[config.mk]
export PLATFORM = sky130hd
export DESIGN_NAME = draw_layer_tiled
export DESIGN_NICKNAME = d
export VERILOG_FILES = /design/src/rtl/skyhop_pkg.sv /design/src/rtl/delay.sv /design/src/rtl/draw_layer_tiled.sv
export SDC_FILE = /design/constraint.sdc
export NUM_CORES = 1
export LEC_CHECK = 0
export CORE_ASPECT_RATIO = 1.75
export CORE_MARGIN = 4
export CORE_UTILIZATION = 50
export CTS_BUF_LIST = sky130_fd_sc_hd__clkbuf_4 sky130_fd_sc_hd__clkbuf_8
export DETAILED_ROUTE_END_ITERATION = 8
export PLACE_DENSITY = 0.81
export SYNTH_ARGS = -nofsm -noshare
export SYNTH_HDL_FRONTEND = slang
export SYNTH_SLANG_ARGS = --single-unit
[constraint.sdc]
create_clock -name pclk -period 3.3 [get_ports pclk]
set_clock_uncertainty 0.05 [all_clocks]
set_input_delay 0.495 -clock pclk [delete_from_list [all_inputs] [get_ports pclk]]
set_output_delay 0.495 -clock pclk [all_outputs]
set_load 0.1 [all_outputs]
[src/rtl/skyhop_pkg.sv]
// Shared definitions for the skyhop VGA pipeline: bus layout, tile classes and colour key.
`ifndef VGA_BUS_SIZE
`define VGA_BUS_SIZE 38
`endif

package skyhop_pkg;

  typedef enum logic [1:0] {
    TC_EMPTY  = 2'b00,
    TC_GROUND = 2'b01,
    TC_CLOUD  = 2'b10,
    TC_BONUS  = 2'b11
  } tile_class_t;

  localparam logic [11:0] KEY_RGB = 12'hFFF;

  // Bus layout {vcount[11:0], vsync, hcount[11:0], hsync, rgb[11:0]}
  localparam int VGA_HCOUNT_LSB = 13;
  localparam int VGA_VSYNC_BIT  = 25;
  localparam int VGA_VCOUNT_LSB = 26;

endpackage

[src/rtl/delay.sv]
// Fixed-length register delay line with synchronous clear.
module delay #(
  parameter int WIDTH   = 1,
  parameter int CLK_DEL = 1
) (
  input  logic             clk,
  input  logic             rst,
  input  logic [WIDTH-1:0] din,
  output logic [WIDTH-1:0] dout
);

  logic [WIDTH-1:0] sr_q [CLK_DEL];
  logic [WIDTH-1:0] sr_d [CLK_DEL];

  always_comb begin
    sr_d[0] = din;
    for (int k = 1; k < CLK_DEL; k++) sr_d[k] = sr_q[k-1];
  end

  always_ff @(posedge clk) begin
    for (int k = 0; k < CLK_DEL; k++) begin
      if (rst) sr_q[k] <= '0;
      else     sr_q[k] <= sr_d[k];
    end
  end

  assign dout = sr_q[CLK_DEL-1];

endmodule

[src/rtl/draw_layer_tiled.sv]
// Overlays one centred row of sprite tiles onto the VGA bus, with map/position shadowed
// at frame start and a frame-counted blink for bonus tiles.
module draw_layer_tiled #(
  parameter int          BLOCKS_N     = 7,
  parameter int          BLOCK_WIDTH  = 80,
  parameter int          BLOCK_HEIGHT = 25,
  parameter int          SCREEN_WIDTH = 800,
  parameter int          OFFSET_Y     = 100,
  parameter int          AX_W         = 7,
  parameter int          AY_W         = 7,
  parameter int          ROM_LAT      = 1,
  parameter int          BLINK_FRAMES = 16,
  parameter logic [11:0] BONUS_RGB    = 12'hF00,
  parameter logic [11:0] KEY_RGB      = skyhop_pkg::KEY_RGB
) (
  input  logic                      pclk,
  input  logic                      rst,
  input  logic                      module_en,
  input  logic [0:BLOCKS_N-1]       layer_map,
  input  logic [0:BLOCKS_N-1]       block_type,
  input  logic [0:BLOCKS_N-1]       bonus_map,
  input  logic [11:0]               ypos,
  input  logic [11:0]               rgb_pixel_ground,
  input  logic [11:0]               rgb_pixel_cloud,
  input  logic [`VGA_BUS_SIZE-1:0]  vga_bus_in,
  output logic [`VGA_BUS_SIZE-1:0]  vga_bus_out,
  output logic [AY_W+AX_W-1:0]      pixel_addr
);
  import skyhop_pkg::*;

  localparam int BUS_W   = `VGA_BUS_SIZE;
  localparam int START_X = (SCREEN_WIDTH - BLOCKS_N*BLOCK_WIDTH)/2 - 1;
  localparam int FC_W    = (BLINK_FRAMES > 1) ? $clog2(BLINK_FRAMES) : 1;

  logic [11:0] vcount_in, hcount_in;
  logic        vsync_in, vs_rise;

  assign vcount_in = vga_bus_in[VGA_VCOUNT_LSB +: 12];
  assign hcount_in = vga_bus_in[VGA_HCOUNT_LSB +: 12];
  assign vsync_in  = vga_bus_in[VGA_VSYNC_BIT];

  logic [0:BLOCKS_N-1] sh_layer_q, sh_layer_d, sh_type_q, sh_type_d, sh_bonus_q, sh_bonus_d;
  logic [11:0]         sh_ypos_q, sh_ypos_d;
  logic                vsync_d_q, vsync_d_d, blink_on_q, blink_on_d;
  logic [FC_W-1:0]     frame_cnt_q, frame_cnt_d;

  assign vs_rise = vsync_in & ~vsync_d_q;

  always_comb begin
    vsync_d_d   = vsync_in;
    sh_layer_d  = sh_layer_q;
    sh_type_d   = sh_type_q;
    sh_bonus_d  = sh_bonus_q;
    sh_ypos_d   = sh_ypos_q;
    frame_cnt_d = frame_cnt_q;
    blink_on_d  = blink_on_q;
    if (vs_rise) begin
      sh_layer_d = layer_map;
      sh_type_d  = block_type;
      sh_bonus_d = bonus_map;
      sh_ypos_d  = ypos;
      if (frame_cnt_q == FC_W'(BLINK_FRAMES-1)) begin
        frame_cnt_d = '0;
        blink_on_d  = ~blink_on_q;
      end else begin
        frame_cnt_d = frame_cnt_q + FC_W'(1);
      end
    end
  end

  always_ff @(posedge pclk) begin
    if (rst) begin
      vsync_d_q   <= 1'b0;
      sh_layer_q  <= '0;
      sh_type_q   <= '0;
      sh_bonus_q  <= '0;
      sh_ypos_q   <= '0;
      frame_cnt_q <= '0;
      blink_on_q  <= 1'b1;
    end else begin
      vsync_d_q   <= vsync_d_d;
      sh_layer_q  <= sh_layer_d;
      sh_type_q   <= sh_type_d;
      sh_bonus_q  <= sh_bonus_d;
      sh_ypos_q   <= sh_ypos_d;
      frame_cnt_q <= frame_cnt_d;
      blink_on_q  <= blink_on_d;
    end
  end

  // 13-bit compares so a row near the bottom of the 12-bit range cannot wrap into a false hit
  logic [12:0] vy;
  logic        row_hit;

  assign vy      = {1'b0, vcount_in} + 13'(OFFSET_Y);
  assign row_hit = (vy >= {1'b0, sh_ypos_q}) &&
                   (vy <  ({1'b0, sh_ypos_q} + 13'(BLOCK_HEIGHT)));

  logic [BLOCKS_N-1:0] col_hit;
  logic [AX_W-1:0]     tile_rx [BLOCKS_N];

  for (genvar gi = 0; gi < BLOCKS_N; gi++) begin : g_tile
    localparam int X0 = START_X + gi*BLOCK_WIDTH;
    assign col_hit[gi] = ({1'b0, hcount_in} >= 13'(X0)) &&
                         ({1'b0, hcount_in} <  13'(X0 + BLOCK_WIDTH));
    assign tile_rx[gi] = AX_W'(hcount_in - 12'(X0));
  end

  logic [AX_W-1:0]          rel_x;
  logic [AY_W-1:0]          rel_y;
  tile_class_t              tclass;
  logic [AY_W+AX_W-1:0]     pixel_addr_q, pixel_addr_d;

  always_comb begin
    rel_x  = '0;
    rel_y  = '0;
    tclass = TC_EMPTY;
    for (int i = 0; i < BLOCKS_N; i++) begin
      if (row_hit && col_hit[i]) begin
        rel_x = tile_rx[i];
        rel_y = AY_W'(vy - {1'b0, sh_ypos_q});
        if (sh_layer_q[i]) begin
          if (sh_bonus_q[i]) tclass = blink_on_q ? TC_BONUS : TC_EMPTY;
          else               tclass = sh_type_q[i] ? TC_GROUND : TC_CLOUD;
        end
      end
    end
    pixel_addr_d = {rel_y, rel_x};
  end

  // Pixel metadata waits ROM_LAT cycles so it meets the ROM data for the same pixel
  logic [BUS_W+2:0] dl_in, dl_out;
  logic             en_dl;
  tile_class_t      class_dl;
  logic [BUS_W-1:0] bus_dl;

  assign dl_in    = {module_en, tclass, vga_bus_in};
  assign en_dl    = dl_out[BUS_W+2];
  assign class_dl = tile_class_t'(dl_out[BUS_W +: 2]);
  assign bus_dl   = dl_out[BUS_W-1:0];

  delay #(.WIDTH(BUS_W+3), .CLK_DEL(ROM_LAT)) u_delay (
    .clk  (pclk),
    .rst  (rst),
    .din  (dl_in),
    .dout (dl_out)
  );

  logic [11:0]      rgb_sel;
  logic [BUS_W-1:0] vga_bus_out_q, vga_bus_out_d;

  always_comb begin
    rgb_sel = bus_dl[11:0];
    if (en_dl) begin
      case (class_dl)
        TC_GROUND: if (rgb_pixel_ground != KEY_RGB) rgb_sel = rgb_pixel_ground;
        TC_CLOUD:  if (rgb_pixel_cloud  != KEY_RGB) rgb_sel = rgb_pixel_cloud;
        TC_BONUS:  rgb_sel = BONUS_RGB;
        default:   rgb_sel = bus_dl[11:0];
      endcase
    end
    vga_bus_out_d = {bus_dl[BUS_W-1:12], rgb_sel};
  end

  always_ff @(posedge pclk) begin
    if (rst) begin
      pixel_addr_q  <= '0;
      vga_bus_out_q <= '0;
    end else begin
      pixel_addr_q  <= pixel_addr_d;
      vga_bus_out_q <= vga_bus_out_d;
    end
  end

  assign pixel_addr  = pixel_addr_q;
  assign vga_bus_out = vga_bus_out_q;

endmodule
-- Word level (Yosys, flattened, before mapping)
Memories as Yosys holds them, arrays and structs flattened.
Index checks and enable logic that the tools add are counted.
- muxes and demuxes: 53
- bitwise gates (word level): 3
- reductions and logical operators: 17
- equal/unequal tests: 6
- add/subtract/negate cells: 11
- $lt $le $gt $ge: 16
- operators with widths (cell ; number):
    $mux W7 ; 14
    $mux W2 ; 29
    $mux W41 ; 1
    $reduce_or A41 Y1 ; 1
    $ge A12 B9 Y1 const B ; 3
    $lt A12 B10 Y1 const B ; 3
    $lt A12 B9 Y1 const B ; 3
    $mux W12 ; 3
    $pmux W12 S3 ; 1
    $sub A7 B7 Y7 const B ; 4
    $ge A12 B10 Y1 const B ; 2
    $ne A12 B12 Y1 const B ; 2
    $logic_and A1 B1 Y1 ; 15
    $add A12 B5 Y13 const B ; 1
    $add A12 B7 Y13 const B ; 1
    $ge A13 B12 Y1 ; 1
    $lt A13 B13 Y1 ; 1
    $ge A12 B7 Y1 const B ; 1
    $ge A12 B8 Y1 const B ; 1
    $lt A12 B8 Y1 const B ; 1
    $sub A7 B3 Y7 const B ; 1
    $sub A7 B5 Y7 const B ; 1
    $sub A7 B6 Y7 const B ; 1
    $sub A7 B7 Y7 ; 1
    other kinds (9) ; 14
- logic and storage cells: 116
- memories kept: 1
- output and inout bits: 52
- register bits after elaboration: 91
- memory bits (writable): 41
- input bits: 98
- memory list (memory ; words ; bits a word ; rd ports ; clocked after Yosys merged registers in ; write ports ; line ; RTL):
    u_delay.sr_q ; 1 ; 41 ; 1 ; 0 ; 1 ; delay.sv:12 ; logic [WIDTH-1:0] sr_q [CLK_DEL];

-- Depth between registers and ports, before layout
Gate-level depths: netlist of run 1.
- depth after elaboration: 18
- mapped depth: 13

-- Cells and area by module
Synthesis of run 1 repeated with hierarchy kept, for this count alone.
- cell total of the unflattened synthesis: 718
- area total of the unflattened synthesis: 6257.3 µm²
- by module, submodules not included (module ; area each (µm²) ; cells an instance ; instances):
    draw_layer_tiled ; 5159.9 ; 632 ; 1
    delay ; 1097.3 ; 86 ; 1

-- Worst setup path before layout of run 1
OpenSTA, ideal clock, no wires.
- path kind: in2reg
- start: input port vga_bus_in[28]
- end: register pixel_addr_q[13], in the netlist pixel_addr[13]
- setup slack: 681 ps
- data required time: 3177 ps
- path buffers: 1
- stages on the path: 11
- arrival: 2495 ps
- setup time: 73 ps
- cell sequence: ha_1 -> a211oi_1 -> nand4b_1 -> xnor2_1 -> ha_1 -> a21oi_1 -> o21ai_0 -> nor3_1 -> o211ai_2 -> buf_6 -> nor3_4
- cells in the longest elaborated chain, start to end: 11
- elaborated cells on any way between the ends: 19
- classes of those cells: 2 x add/sub; 2 x order compare; 7 x mux; 8 x reduce/logical
- ends and longest elaborated chain (element ; line ; RTL):
    start: declaration ; draw_layer_tiled.sv:25 ; input logic [`VGA_BUS_SIZE-1:0] vga_bus_in,
    $add A12 B7 Y13 * ; draw_layer_tiled.sv:95 ; assign vy = {1'b0, vcount_in} + 13'(OFFSET_Y);
    $ge A13 B12 Y1 or $lt A13 B13 Y1 (tied branches) ; draw_layer_tiled.sv:96, draw_layer_tiled.sv:97 ;
    $logic_and A1 B1 Y1 ; draw_layer_tiled.sv:96 ; assign row_hit = (vy >= {1'b0, sh_ypos_q}) &&
    $logic_and A1 B1 Y1 ; draw_layer_tiled.sv:119 ; if (row_hit && col_hit[i]) begin
    $mux W7 (6 in a row) ; draw_layer_tiled.sv:119 ;
    $mux W7 * ; draw_layer_tiled.sv:119 ;
    end signal: assignment ; draw_layer_tiled.sv:170 ; pixel_addr_q <= pixel_addr_d;
    end: declaration ; draw_layer_tiled.sv:112 ; logic [AY_W+AX_W-1:0] pixel_addr_q, pixel_addr_d;
Every way passes the cells marked *; elsewhere a longest branch is shown, timed or not.
A chain may end at the register's enable or synchronous reset.

-- Final worst setup path of run 1
- start: input port vga_bus_in[28]
- end: register pixel_addr_q[11], in the netlist pixel_addr[11]
The elaborated chain is that of the path after synthesis.

==> impl_metrics.yaml, run 1 <==
outcome:
  run_status: "finished clean"
clock_tree:
  root_buffer: "clkbuf_8"
  clk_latency_ns: 0.44
  cts_setup_buffers: 0
  path_clk_slew_ns: 0.08
  htree_levels: 4
  cts_made_buffers: 17
  post_cts_resized: 0
  postCtsHoldBufs: 0
  clock_sinks: 131
  cts_max_path_buffers: 2
  cts_tree: "yes"
finish:
  diodes: 0
  design_area_um2: 8210
  fin_nets: 990
  final_core_util_pct: 68.4
  drive_gt1_share_pct: 8.46
  syn_to_final_growth_pct: 33.4
yosys:
  yosysUniqueCellTypes: 67
  synth_area_leader_cell: "dfxtp_1"
  ys_async_sr_fraction_pct: 0
  synth_common_cells: "dfxtp_1, nand2_1, nor2b_1"
  yosysSeqAreaShare_pct: 42.6
  synth_area_um2: 6150
  synth_fp_nets: 841
  ys_seq_elements: 131
  synth_edf_count: 0
  syn_inst: 713
  synth_area_leaders: "dfxtp_1, nor2b_1, nand2_1"
  synth-main-ff-cell: "dfxtp_1"
  yosys.area.top_type_share_pct: 42.6
  postSynthAreaPerCell_um2: 8.63
  yosys_warnings: 0
  synth.most_common_cell: "dfxtp_1"
sta:
  worst_pin_slew_ns: 1.02
  rsz0062_at_grt: "false"
  slew_headroom_pct: 31.9
  max_freq_mhz: 334
  period_minus_slack_ns: 2.99
  setup_violations: 0
  fin_ws_ns: 0.310
  finalHoldViolCount: 0
  period_share_pct: 90.6
  slew_violations: 0
routing:
  dr.first_iter.drc_count: 150
  wl_per_cell_um: 15.9
  routed-wl-met2_mm: 8.99
  ant_nets: 0
  firstDrtPassIters: 4
  via_count: 5582
  dr_wl_met3_um: 759
  drc: 0
  viasPerCell: 5.37
  wl_mm: 16.6
  highest_layer: "met4"
  wl_met1_mm: 6.15
critical_path:
  cp.arrival_ns: 3.26
  crit_type: "input pin to register"
  worst_setup_path_start_kind: "input pin"
  worstPathMaxFanout: 4
  end_kind: "register"
  critical_path_required_ns: 3.57
placement:
  dp.final_hpwl_mm: 13.1
  place_area_um2: 7810
  portBuffers: 149
  place_congestion: 0.926
  preCtsSetupSlack_ns: -0.108
die:
  start_util_pct: 51.2
  die_w_um: 91.8
  io_pins: 150
  die-height_um: 155
  dieArea_um2: 14200
  core_um2: 12000
  row_count: 53
power_and_ir_drop:
  powerDensity_nw_per_um2: 458
  vdd_ir_drop_max_v: 0.000269
  leakage_nw: 3.16
global_routing:
  antenna_found_initial: 0
  grt_max_degree: 73
  grt_pass1_vias: 5692
  grt_first_pass_wirelength_mm: 26.6
  gr-total-overflow: 0
  grt_use_total_pct: 23.4
hold_path:
  hp-class: "register to register"
job:
  maxCapViolCount: 0
==> worst max-delay path, cell delays in order <==
cell and delay (ns):
clkdlybuf4s50_1 0.44, ha_1 0.23, a211oi_1 0.34, nand4b_1 0.18, xnor2_1 0.18, ha_1 0.31
a21o_1 0.19, a211oi_1 0.33, o211ai_1 0.19, o211ai_2 0.13, buf_4 0.19, nor3_2 0.05
==> cell usage in the layout (no fill, tap or decap), types with 4 or more instances in the layout <==
cell type	n
a211oi_1	12
a21boi_0	4
a21o_1	4
a21oi_1	53
a22oi_1	8
and2_1	4
and3_1	4
and4_1	4
buf_4	24
clkbuf_8	17
clkdlybuf4s50_1	141
dfxtp_1	131
ha_1	29
inv_1	26
inv_8	5
mux2i_1	5
nand2_1	107
nand2b_1	10
nand3_1	15
nand4_1	11
nor2_1	40
nor2b_1	68
nor3_1	7
o2111ai_1	4
o211ai_1	18
o21ai_0	28
o22ai_1	4
xnor2_1	19
xor2_1	7
==> layer usage <==
layer / vias to the layer above / track usage, %
met5: - / 0
li1: 2789 / -
met3: 48 / 5.16
met2: 168 / 44.6
met1: 2577 / 22.9
met4: 0 / 12.7
==> kinds of logic (layout without fill, tap and decap cells) <==
logic type,count (synthesis),count (layout),synth area share (%)
AO/OA/AOI/OAI,164,164,17.5
XOR/XNOR,26,26,3.70
adder cells (fa/ha/maj),30,30,6.23
buffers and inverters,61,223,3.91
flip-flops,131,131,42.6
multiplexers,8,8,1.36
AND/OR/NAND/NOR,293,293,24.7
==> worst paths after layout <==
| path | startpoint | endpoint | slack [ns] | depth (start not counted) |
|---|---|---|---|---|
| worst max-delay path | vga_bus_in[28] | pixel_addr[11] | 0.31 | 12 |
| worst max register to register | sh_ypos_q[1] | pixel_addr[11] | 0.41 | 13 |
| worst min-delay path | u_delay.sr_q[0][28] | vga_bus_out[28] | 0.39 | 1 |
| worst min register to register | u_delay.sr_q[0][28] | vga_bus_out[28] | 0.39 | 1 |
==> per-stage QoR <==
stage	cells	setup TNS, ns	hold WS, ns	total power, mW
finish	1040	0	0.390	3.76
global route	1040	0	0.406	3.93
CTS	1040	0	0.393	3.79
detailed placement	1008	-0.992	0.373	2.44
global placement	1008	-0.259	0.367	2.42
floorplan	713	0	0.364	2.17
==> sequential cells by signal, indices dropped and copies added (netlist names) <==
signal / flops
blink_on_q: 1
frame_cnt_q: 4
pixel_addr: 14
sh_bonus_q: 7
sh_layer_q: 7
sh_type_q: 7
sh_ypos_q: 12
u_delay.sr_q: 41
vga_bus_out: 38
==> area by class of cell <==
type / instances / area (um2)
Fill cell: 999 / 3800
Multi-Input combinational cell: 521 / 3290
Sequential cell: 131 / 2620
Timing Repair Buffer: 165 / 1590
Clock buffer: 17 / 234
Tap cell: 165 / 206
Clock inverter: 15 / 165
Inverter: 26 / 97.6
==> report_power, final <==
part	switching (mW)	total (mW)	internal (mW)
Clock	0.727	1.36	0.632
Sequential	0.0418	1.69	1.65
Combinational	0.417	0.708	0.291
Total	1.19	3.76	2.57
No activity file was read; power rests on OpenSTA's default activity.
==> run 2: changes to the inputs <==
DONT_BUFFER_PORTS = 1   (was default)
PLACE_DENSITY = default   (was 0.81)
SLEW_MARGIN = 40   (was default)
==> run 2 against run 1 <==
Effect of this change:
- largest cell class unchanged
- core utilization is 13 points lower
- final cell count down 16%
- critical endpoint is now pixel_addr[9]
- first-iteration DRC count is 13% higher
- setup slack better by 0.056 ns
==> impl_metrics.yaml, run 2 (same netlist as run 1, synthesis figures left out) <==
finish:
  syn_to_final_growth_pct: 8.97
  mostFrequentLayoutCells: "nand2_1, dfxtp_1, nor2b_1"
  mostFrequentLayoutCell: "nand2_1"
  fin_nets: 828
  design_area_um2: 6700
  diodes: 0
  top_register: "u_delay.sr_q"
  drive_gt1_share_pct: 14.7
  largest_register_ffs: 41
clock_tree:
  cts_tree: "yes"
  cts_made_buffers: 17
  postCtsHoldBufs: 0
  root_buffer: "clkbuf_8"
  clk_latency_ns: 0.43
  cts_max_path_buffers: 2
  cts_setup_buffers: 0
  path_clk_slew_ns: 0.08
  post_cts_resized: 0
  clock_sinks: 131
  htree_levels: 4
sta:
  rsz0062_at_grt: "false"
  period_minus_slack_ns: 2.93
  finalHoldViolCount: 0
  slew_headroom_pct: 46.3
  period_share_pct: 88.9
  slew_violations: 0
  worst_pin_slew_ns: 0.794
  setup_violations: 0
  fin_tns_setup_ns: 0
  max_freq_mhz: 341
power_and_ir_drop:
  power.internal_mw: 2.51
  switching_share_pct: 29.3
  vdd_ir_drop_max_v: 0.000360
  p_seq_share_pct: 52.3
  combPwrFrac_pct: 9.5
  p_clk_share_pct: 38.3
  powerDensity_nw_per_um2: 530
  power.switching_mw: 1.04
  leakage_nw: 2.55
critical_path:
  slowest_stage: "nor3_1"
  critical_path_required_ns: 3.60
  crit_type: "register to register"
  critPathLaunch: "sh_ypos_q[0]"
  max_stage_delay_ns: 0.40
  r2r-start: "sh_ypos_q[0]"
  cp.arrival_ns: 3.23
  worstPathMaxFanout: 10
  cp_cell_sequence: "ha_1 -> a21oi_1 -> nand2_1 -> and3_1 -> nand2_1 -> xnor2_1 -> ha_1 -> a21oi_1 -> o21ai_0 -> nor3_1 -> o211ai_2 -> buf_4 -> nor3_2"
  worst_setup_path_start_kind: "register"
  end_kind: "register"
placement:
  dp.final_hpwl_mm: 11.4
  portBuffers: 0
  place_congestion: 0.818
  place_area_um2: 6300
routing:
  firstDrtPassIters: 4
  ant_nets: 0
  viasPerCell: 5.58
  via_count: 4903
  wl_mm: 14.6
  dr.first_iter.drc_count: 169
  drc: 0
  wl_per_cell_um: 16.6
die:
  die_w_um: 91.8
  row_count: 53
  dieArea_um2: 14200
  die-height_um: 155
  core_um2: 12000
  io_pins: 150
  start_util_pct: 51.2
global_routing:
  antenna_found_initial: 0
  grt_use_total_pct: 20.7
  grt_first_pass_wirelength_mm: 23.7
  gr-total-overflow: 0
  grt_max_degree: 117
  grt_pass1_vias: 4831
job:
  maxCapViolCount: 0
outcome:
  run_status: "finished clean"
hold_path:
  hp-class: "input pin to register"
  hold_start: "rst"
-- run 2: changes by cell type in the layout (fill, tap and decap cells not counted), sizes merged --
cell,delta
clkbuf,+2
buf,-21
clkdlybuf4s50,-141
clkinv,+1
clkinvlp,-1
bufinv,+1
inv,-3
-- run 2: layer usage --
| metal | wire length [um] | global-route usage (%) | vias up | share of wire (%) |
|---|---|---|---|---|
| li1 | - | - | 2460 | - |
| met1 | 5740 | 22.9 | 2261 | 39 |
| met2 | 7530 | 36.6 | 157 | 52 |
| met3 | 956 | 5.35 | 25 | 6.5 |
| met4 | 372 | 9.92 | 0 | 2.5 |
| met5 | 0 | 0 | - | 0 |
-- run 2: worst paths after layout --
path,to,cells past startpoint,slack [ns]
min,vga_bus_out[9],1,0.07
max reg2reg,pixel_addr[9],13,0.37
min reg2reg,vga_bus_out[34],1,0.38
max,pixel_addr[9],13,0.37
-- run 2: area by class of cell --
class,instances,area [um2]
fillers,1130,5300
inverters,26,97.6
multi-input cells,521,3290
well taps,165,206
clock inverters,13,149
repair buffers,3,22.5
flip-flops and latches,131,2690
clock buffers,19,249
-- run 2: power by group through the flow --
stage	logic (mW)	registers, mW	clock network (mW)
after floorplan	0.301	1.87	0
after global placement	0.329	1.89	0
after detailed placement	0.336	1.90	0
after CTS	0.339	1.86	1.42
after global routing	0.386	1.87	1.48
final	0.336	1.86	1.36
-- run 2: stage by stage --
stage / hold slack, ns / cells / utilization (%) / total power [mW] / worst slack, ns
floorplan: 0.364 / 713 / - / 2.17 / 0.681
global placement: 0.366 / 846 / 52.0 / 2.22 / 0.314
detailed placement: 0.370 / 846 / 52.5 / 2.23 / 0.252
CTS: 0.0425 / 878 / 55.8 / 3.61 / 0.293
global route: 0.0375 / 878 / 55.8 / 3.73 / 0.0404
finish: 0.0747 / 878 / 55.8 / 3.55 / 0.365
-- run 2: worst max-delay path: cells and delay by family (launching register included) --
| kind | cells | cell delay [ns] |
|---|---|---|
| fa+ha+maj | 2 | 0.51 |
| buf+inv | 1 | 0.21 |
| xor+xnor | 1 | 0.12 |
| flops | 1 | 0.36 |
| compound gates | 4 | 0.64 |
| simple gates | 5 | 0.96 |
